[config.mk]
export PLATFORM = sky130hd
export DESIGN_NAME = block_sender
export DESIGN_NICKNAME = d
export VERILOG_FILES = /design/src/rtl/block_sender.sv
export SDC_FILE = /design/constraint.sdc
export NUM_CORES = 1
export LEC_CHECK = 0
export ABC_AREA = 0
export ABC_CLOCK_PERIOD_IN_PS = 46000
export CAP_MARGIN = 5
export CORE_MARGIN = 3
export CORE_UTILIZATION = 45
export CTS_CLUSTER_DIAMETER = 50
export CTS_CLUSTER_SIZE = 10
export DETAILED_ROUTE_END_ITERATION = 7
export MAX_ROUTING_LAYER = met4
export PLACE_DENSITY = 0.67
export SETUP_SLACK_MARGIN = 0.02
export SLEW_MARGIN = 10
export SYNTH_ARGS = -nofsm -noshare
export SYNTH_HDL_FRONTEND = slang
export SYNTH_SLANG_ARGS = --single-unit
[constraint.sdc]
create_clock -name clk -period 46 [get_ports clk]
set_input_delay 9.2 -clock clk [delete_from_list [all_inputs] [get_ports clk]]
set_output_delay 9.2 -clock clk [all_outputs]
set_load 0.05 [all_outputs]
[src/rtl/block_sender.sv]
// Serializes 352-bit work units into 44 byte-wide beats, with one unit in flight
// and one parked in a pending buffer so consecutive units stream without gaps.
module block_sender (
    input  logic         clk,
    input  logic         rst,
    input  logic         loadValid,
    input  logic [351:0] loadData,
    output logic         loadReady,
    input  logic         pause,
    output logic         writeValid,
    output logic [7:0]   blockData,
    output logic         blockDone,
    output logic [15:0]  blocksSent
);
    localparam int         UNIT_W    = 352;
    localparam int         DATA_W    = 8;
    localparam logic [5:0] LAST_BEAT = 6'd43;

    typedef enum logic {IDLE, SEND} state_t;

    state_t            state;
    state_t            next_state;
    logic [UNIT_W-1:0] shifter;
    logic [UNIT_W-1:0] pending;
    logic              pendingFull;
    logic [5:0]        beat;

    logic accept;
    logic emit;
    logic finishing;
    logic shifter_free;
    logic load_from_pending;
    logic load_direct;
    logic park;

    assign loadReady = !pendingFull;

    // The shifter may reload on the same edge that drives out beat 43, which is
    // what makes back-to-back units gapless.
    always_comb begin
        accept            = loadValid && loadReady;
        emit              = (state == SEND) && !pause;
        finishing         = emit && (beat == LAST_BEAT);
        shifter_free      = (state == IDLE) || finishing;
        load_from_pending = shifter_free && pendingFull;
        load_direct       = shifter_free && !pendingFull && accept;
        park              = accept && !shifter_free;
        next_state        = state;
        if (load_from_pending || load_direct) begin
            next_state = SEND;
        end else if (finishing) begin
            next_state = IDLE;
        end
    end

    always_ff @(posedge clk) begin
        if (rst) begin
            state <= IDLE;
        end else begin
            state <= next_state;
        end
    end

    always_ff @(posedge clk) begin
        if (rst) begin
            beat        <= '0;
            pendingFull <= 1'b0;
            writeValid  <= 1'b0;
            blockData   <= '0;
            blockDone   <= 1'b0;
            blocksSent  <= '0;
        end else begin
            writeValid <= emit;
            blockDone  <= finishing;
            if (emit) begin
                blockData <= shifter[UNIT_W-1 -: DATA_W];
                beat      <= beat + 6'd1;
            end
            if (finishing) begin
                blocksSent <= blocksSent + 16'd1;
            end
            if (load_from_pending || load_direct) begin
                beat <= '0;
            end
            if (load_from_pending) begin
                pendingFull <= 1'b0;
            end else if (park) begin
                pendingFull <= 1'b1;
            end
        end
    end

    // Payload storage carries no reset; it is only observed once control says it is valid.
    always_ff @(posedge clk) begin
        if (load_from_pending) begin
            shifter <= pending;
        end else if (load_direct) begin
            shifter <= loadData;
        end else if (emit) begin
            shifter <= {shifter[UNIT_W-DATA_W-1:0], {DATA_W{1'b0}}};
        end
        if (park) begin
            pending <= loadData;
        end
    end
endmodule
# After elaboration in Yosys (flattened, before gate mapping)
# Cells that the tools add are included.
dict set report word_totals {
  register_bits 738
  wordCells 34
}
dict set report op_classes {
  add_sub_neg 2
  n_eq_ne 1
  mux 5
  n_bitwise 1
  reduce_logical 16
}
# operator count
set ops {}
lappend ops {{$mux W352} 3}
lappend ops {{$add A16 B1 Y16 const B} 1}
lappend ops {{$logic_and A1 B1 Y1} 7}
lappend ops {{$add A6 B1 Y6 const B} 1}
lappend ops {{$eq A6 B6 Y1 const B} 1}
lappend ops {{$reduce_or A2 Y1} 2}
lappend ops {{$logic_not A1 Y1} 3}
lappend ops {{$reduce_bool A3 Y1} 1}
lappend ops {{$logic_or A1 B1 Y1} 2}
lappend ops {{$mux W1} 2}
lappend ops {{$reduce_bool A2 Y1} 1}
lappend ops {{$not A1 Y1} 1}

# Longest topological paths before layout
dict set report logic_depth {
  word_depth 8
  depth_mapped 8
  ltp_nobuf 5
}

# Least setup slack after synthesis
# Ideal clock, no wire load.
dict set report synth_timing {
  path_type {in2reg}
  from {in loadValid}
  to {reg shifter[0] (enable)}
  arrival_ns 26.158
  required_time_ns 44.815
  path_slack_ns 18.657
  stages 2
  path_buffers 0
  path_cell_list {nor3_1 -> a21oi_1}
}
dict set report synth_via {
  elab_chain_len 3
}
# item line
set synth_lines {}
lappend synth_lines {{start: declaration} 6} ;# input logic loadValid,
lappend synth_lines {{$logic_and A1 B1 Y1} 41} ;# accept = loadValid && loadReady;
lappend synth_lines {{$logic_and A1 B1 Y1} 46} ;# load_direct = shifter_free && !pendingFull && accept;
lappend synth_lines {{$reduce_bool A3 Y1 (no source line)} n/a}
lappend synth_lines {{end signal: assignment} 96} ;# shifter <= pending;
lappend synth_lines {{end signal: assignment} 98} ;# shifter <= loadData;
lappend synth_lines {{end signal: assignment} 100} ;# shifter <= {shifter[UNIT_W-DATA_W-1:0], {DATA_W{1'b0}}};
lappend synth_lines {{end: declaration} 23} ;# logic [UNIT_W-1:0] shifter;
# Every way passes these cells.
# A chain may end at the register's enable or synchronous reset.

# Final worst setup path
dict set report layout_timing {
  from {in pause}
  to {reg pending[115] (enable)}
}
dict set report layout_via {
  elab_chain_len 6
}
# item line
set layout_lines {}
lappend layout_lines {{start: declaration} 9} ;# input logic pause,
lappend layout_lines {{$logic_not A1 Y1} 42} ;# emit = (state == SEND) && !pause;
lappend layout_lines {{$logic_and A1 B1 Y1} 42}
lappend layout_lines {{$logic_and A1 B1 Y1} 43} ;# finishing = emit && (beat == LAST_BEAT);
lappend layout_lines {{$logic_or A1 B1 Y1} 44} ;# shifter_free = (state == IDLE) || finishing;
lappend layout_lines {{$logic_not A1 Y1} 47} ;# park = accept && !shifter_free;
lappend layout_lines {{$logic_and A1 B1 Y1} 47}
lappend layout_lines {{net park} 34} ;# logic park;
lappend layout_lines {{end signal: assignment} 103} ;# pending <= loadData;
lappend layout_lines {{end: declaration} 24} ;# logic [UNIT_W-1:0] pending;
# The timed path passes the listed nets, and every way through them passes these cells.

==> impl_metrics.xml <==
<?xml version="1.0" encoding="UTF-8"?>
<metrics>
  <group name="run_status">
    <metric name="run_status" unit="">finished, final reports clean</metric>
  </group>
  <group name="global_route">
    <metric name="maximum_number_of_pins_on_one_net_before_global_route_repair" unit="">201</metric>
    <metric name="global_route.usage.total" unit="%">20.3</metric>
    <metric name="via_count_of_the_first_global_routing_pass" unit="">17668</metric>
    <metric name="total_overflow_reported_by_the_global_router" unit="">0</metric>
    <metric name="initial_antenna_violation_count" unit="">14</metric>
    <metric name="wire_length_of_the_first_global_routing_pass" unit="um">104000</metric>
  </group>
  <group name="logic_synthesis">
    <metric name="synth_cell_area" unit="um^2">28900</metric>
    <metric name="synth_common_cells" unit="">sky130_fd_sc_hd__edfxtp_1 (704), sky130_fd_sc_hd__a22oi_1 (352), sky130_fd_sc_hd__o2bb2ai_1 (344)</metric>
    <metric name="ys.warnings.count" unit="">0</metric>
    <metric name="main_area_contributors_after_synthesis" unit="">sky130_fd_sc_hd__edfxtp_1 (73%), sky130_fd_sc_hd__o2bb2ai_1 (10%), sky130_fd_sc_hd__a22oi_1 (9.2%)</metric>
    <metric name="number_of_nets_produced_by_synthesis" unit="">2092</metric>
    <metric name="synth_most_common_cell" unit="">sky130_fd_sc_hd__edfxtp_1</metric>
    <metric name="yosys_register_bits" unit="">738</metric>
    <metric name="yosys_most_used_dff" unit="">sky130_fd_sc_hd__edfxtp_1</metric>
    <metric name="yosys.area.top_type" unit="">sky130_fd_sc_hd__edfxtp_1</metric>
    <metric name="synth.yosys.seq_area_share" unit="%">75.6</metric>
    <metric name="synth_cells" unit="">1734</metric>
    <metric name="syn-mean-instance-area" unit="um^2">16.7</metric>
    <metric name="synth_enable_flop_cells" unit="">704</metric>
    <metric name="yosys.cell_types.count" unit="">33</metric>
    <metric name="synth_top_area_share" unit="%">73.2</metric>
    <metric name="synthArstFlopShare" unit="%">0</metric>
  </group>
  <group name="timing">
    <metric name="layout_worst_path_cycle_share" unit="%">29.6</metric>
    <metric name="tns_setup" unit="ps">0</metric>
    <metric name="post_route_worst_hold_slack" unit="ps">461</metric>
    <metric name="max_slew.worst_pin.slew" unit="ps">1280</metric>
    <metric name="clock.fmax" unit="MHz">73.5</metric>
    <metric name="fin_skew" unit="ps">19.9</metric>
    <metric name="rsz_0062_raised_after_global_routing" unit="">no</metric>
    <metric name="min_cycle_time_layout" unit="ps">13600</metric>
    <metric name="max-slew-margin-rel" unit="%">14.7</metric>
    <metric name="finalSetupViolCount" unit="">0</metric>
    <metric name="number_of_hold_violations_in_the_final_report" unit="">0</metric>
    <metric name="final_max_slew_viol_count" unit="">0</metric>
  </group>
  <group name="placement">
    <metric name="dp_hpwl" unit="um">40700</metric>
    <metric name="dpl_cell_area" unit="um^2">33300</metric>
    <metric name="buffers_added_on_ports" unit="">382</metric>
    <metric name="gp_congestion" unit="">0.826</metric>
  </group>
  <group name="detailed_routing">
    <metric name="drt_iter0_drc" unit="">1619</metric>
    <metric name="drc" unit="">0</metric>
    <metric name="routed_vias" unit="">17574</metric>
    <metric name="route.detailed.vias_per_inst" unit="">5.93</metric>
    <metric name="totalWireLength" unit="um">68400</metric>
    <metric name="number_of_optimization_iterations_in_the_first_detailed_route_pass" unit="">5</metric>
    <metric name="detail_route.wl_per_cell" unit="um">23.1</metric>
    <metric name="route.antenna.remaining_nets" unit="">0</metric>
  </group>
  <group name="clocking">
    <metric name="clock_tree_from_tritoncts" unit="">yes</metric>
    <metric name="clk_transition_reported_paths" unit="ps">50</metric>
    <metric name="cts_sinks" unit="">738</metric>
    <metric name="tritoncts.num_buffers" unit="">90</metric>
    <metric name="cts-htree-levels" unit="">3</metric>
    <metric name="post_cts.repair.setup_buffers" unit="">0</metric>
    <metric name="cts_resized" unit="">0</metric>
    <metric name="clkLatencyLatePin" unit="ps">610</metric>
    <metric name="deepest_clock_path_buffer_count" unit="">3</metric>
    <metric name="clock-root-buffer" unit="">sky130_fd_sc_hd__clkbuf_16</metric>
    <metric name="holdBufCountCts" unit="">0</metric>
  </group>
  <group name="min_path">
    <metric name="worstHoldPathType" unit="">register to register</metric>
    <metric name="hold_path.startpoint" unit="">blockData[1]$_SDFFE_PP0P_</metric>
  </group>
  <group name="pwr">
    <metric name="power_switching_share" unit="%">22.0</metric>
    <metric name="p_int" unit="W">0.00127</metric>
    <metric name="switchingPower" unit="W">0.000356</metric>
    <metric name="cellPowerDensity" unit="nW/um^2">45.1</metric>
    <metric name="power_frac_clock" unit="%">39.1</metric>
    <metric name="share_seq_of_total_power" unit="%">51.8</metric>
    <metric name="power.combinational.fraction" unit="%">9.2</metric>
    <metric name="power_leakage" unit="nW">11.6</metric>
    <metric name="worst_ir_drop_vdd" unit="mV">0.0273</metric>
  </group>
  <group name="floorplanning">
    <metric name="die_height" unit="um">259</metric>
    <metric name="horizontal_extent_of_the_die" unit="um">259</metric>
    <metric name="initial_core_util" unit="%">45.6</metric>
    <metric name="design.die.area" unit="um^2">67200</metric>
    <metric name="row_count" unit="">92</metric>
    <metric name="placeableCoreArea" unit="um^2">63300</metric>
    <metric name="ioPinCount" unit="">383</metric>
  </group>
  <group name="final_layout">
    <metric name="final_standard_cell_area_without_fillers" unit="um^2">36000</metric>
    <metric name="fill_cells" unit="">4902</metric>
    <metric name="area.growth.synth_to_final" unit="%">24.6</metric>
    <metric name="multi_input_comb_area" unit="um^2">6420</metric>
    <metric name="finalCoreUtilization" unit="%">56.8</metric>
    <metric name="area.sequential" unit="um^2">21800</metric>
    <metric name="nNetsFinal" unit="">2424</metric>
    <metric name="drive_above_1_share" unit="%">6.70</metric>
  </group>
  <group name="worst_setup_path">
    <metric name="critPathRequiredTime" unit="ps">46220</metric>
    <metric name="worst-path-max-fanout" unit="">82</metric>
    <metric name="crit_start" unit="">pause</metric>
    <metric name="worstPathArrival" unit="ps">13820</metric>
    <metric name="r2r_start" unit="">beat[0]$_SDFFE_PP0P_</metric>
    <metric name="criticalPathCategory" unit="">input port to register</metric>
    <metric name="cp-end-kind" unit="">register</metric>
    <metric name="timing.critical_path.from_type" unit="">input port</metric>
  </group>
  <group name="run">
    <metric name="drv_cap" unit="">0</metric>
  </group>
</metrics>
[worst max-delay path, stage by stage]
cell and delay, ps:
sky130_fd_sc_hd__clkdlybuf4s50_1 600, sky130_fd_sc_hd__nand4b_1 410, sky130_fd_sc_hd__o21a_4 680, sky130_fd_sc_hd__and2_4 990
sky130_fd_sc_hd__buf_4 810, sky130_fd_sc_hd__buf_4 930
[placed cells by master (no fill, tap or decap), drive strengths merged, types with 6 or more instances in the layout]
master	n
edfxtp	704
a21oi	19
or3	6
xnor2	8
nor3	11
dfxtp	34
clkinv	10
clkbuf	114
inv	9
o2bb2ai	344
o21ai	9
nand2	23
buf	23
diode	17
a22oi	352
nor2	20
clkdlybuf4s50	382
[layer usage]
metal | up-vias | part of all wire, % | global-route usage [%]
met5 | - | 0 | -
met4 | 0 | 2.2 | 6.21
met3 | 101 | 6.8 | 4.34
met2 | 582 | 48 | 31.4
met1 | 8832 | 43 | 27.2
li1 | 8059 | - | -
[through the flow]
stage | worst slack, ps | power, W | instances
finish | 32400 | 0.00162 | 2966
global route | 32130 | 0.00168 | 2963
CTS | 32440 | 0.00164 | 2949
detailed placement | 31770 | 0.00100 | 2820
global placement | 31910 | 0.000998 | 2820
floorplan | 18660 | 0.000952 | 1734
[flip-flops by register name, summed over array words and instances, names as in the netlist]
signal and flops:
state 1, blockData 8, beat 6, blockDone 1
shifter 352, pendingFull 1, writeValid 1, pending 352
blocksSent 16
[final timing paths]
path              slack, ps  cells after the start                   endpoint
setup / recovery      32400                      6     pending[115]$_DFFE_PP_
setup reg to reg      41050                      6     pending[115]$_DFFE_PP_
hold / removal          460                      2  blockData[1]$_SDFFE_PP0P_
hold reg to reg         460                      2  blockData[1]$_SDFFE_PP0P_
[power groups by stage]
stage                     logic (W)  clock network (W)  registers [W]
after floorplan           0.0000845                  0       0.000868
after global routing       0.000162           0.000671       0.000845
final                      0.000149           0.000633       0.000840
after CTS                  0.000150           0.000646       0.000840
after global placement     0.000146                  0       0.000852
after detailed placement   0.000150                  0       0.000852
[cell families (layout without fill, tap and decap cells)]
kind of cell	Yosys count	in the layout	synth area share, %
other	0	17	0
xor gates and xnor gates	12	12	0.364
DFF	738	738	75.6
adders and majority gates	2	2	0.0867
and+or+nand+nor	84	84	1.44
muxes	1	1	0.0347
AOI/OAI and AO/OA	727	727	20.2
buffers and inverters	170	539	2.34
[cell type report]
type	instances	share of cell area, %
tap	846	2.94
antenna	17	0.118
clock inverter	15	0.327
sequential	738	60.7
multi-input combinational	826	17.8
timing repair buffer	405	11.2
clock buffer	114	6.89
inverter	5	0.0522
Power figures use the tool's default switching activity.
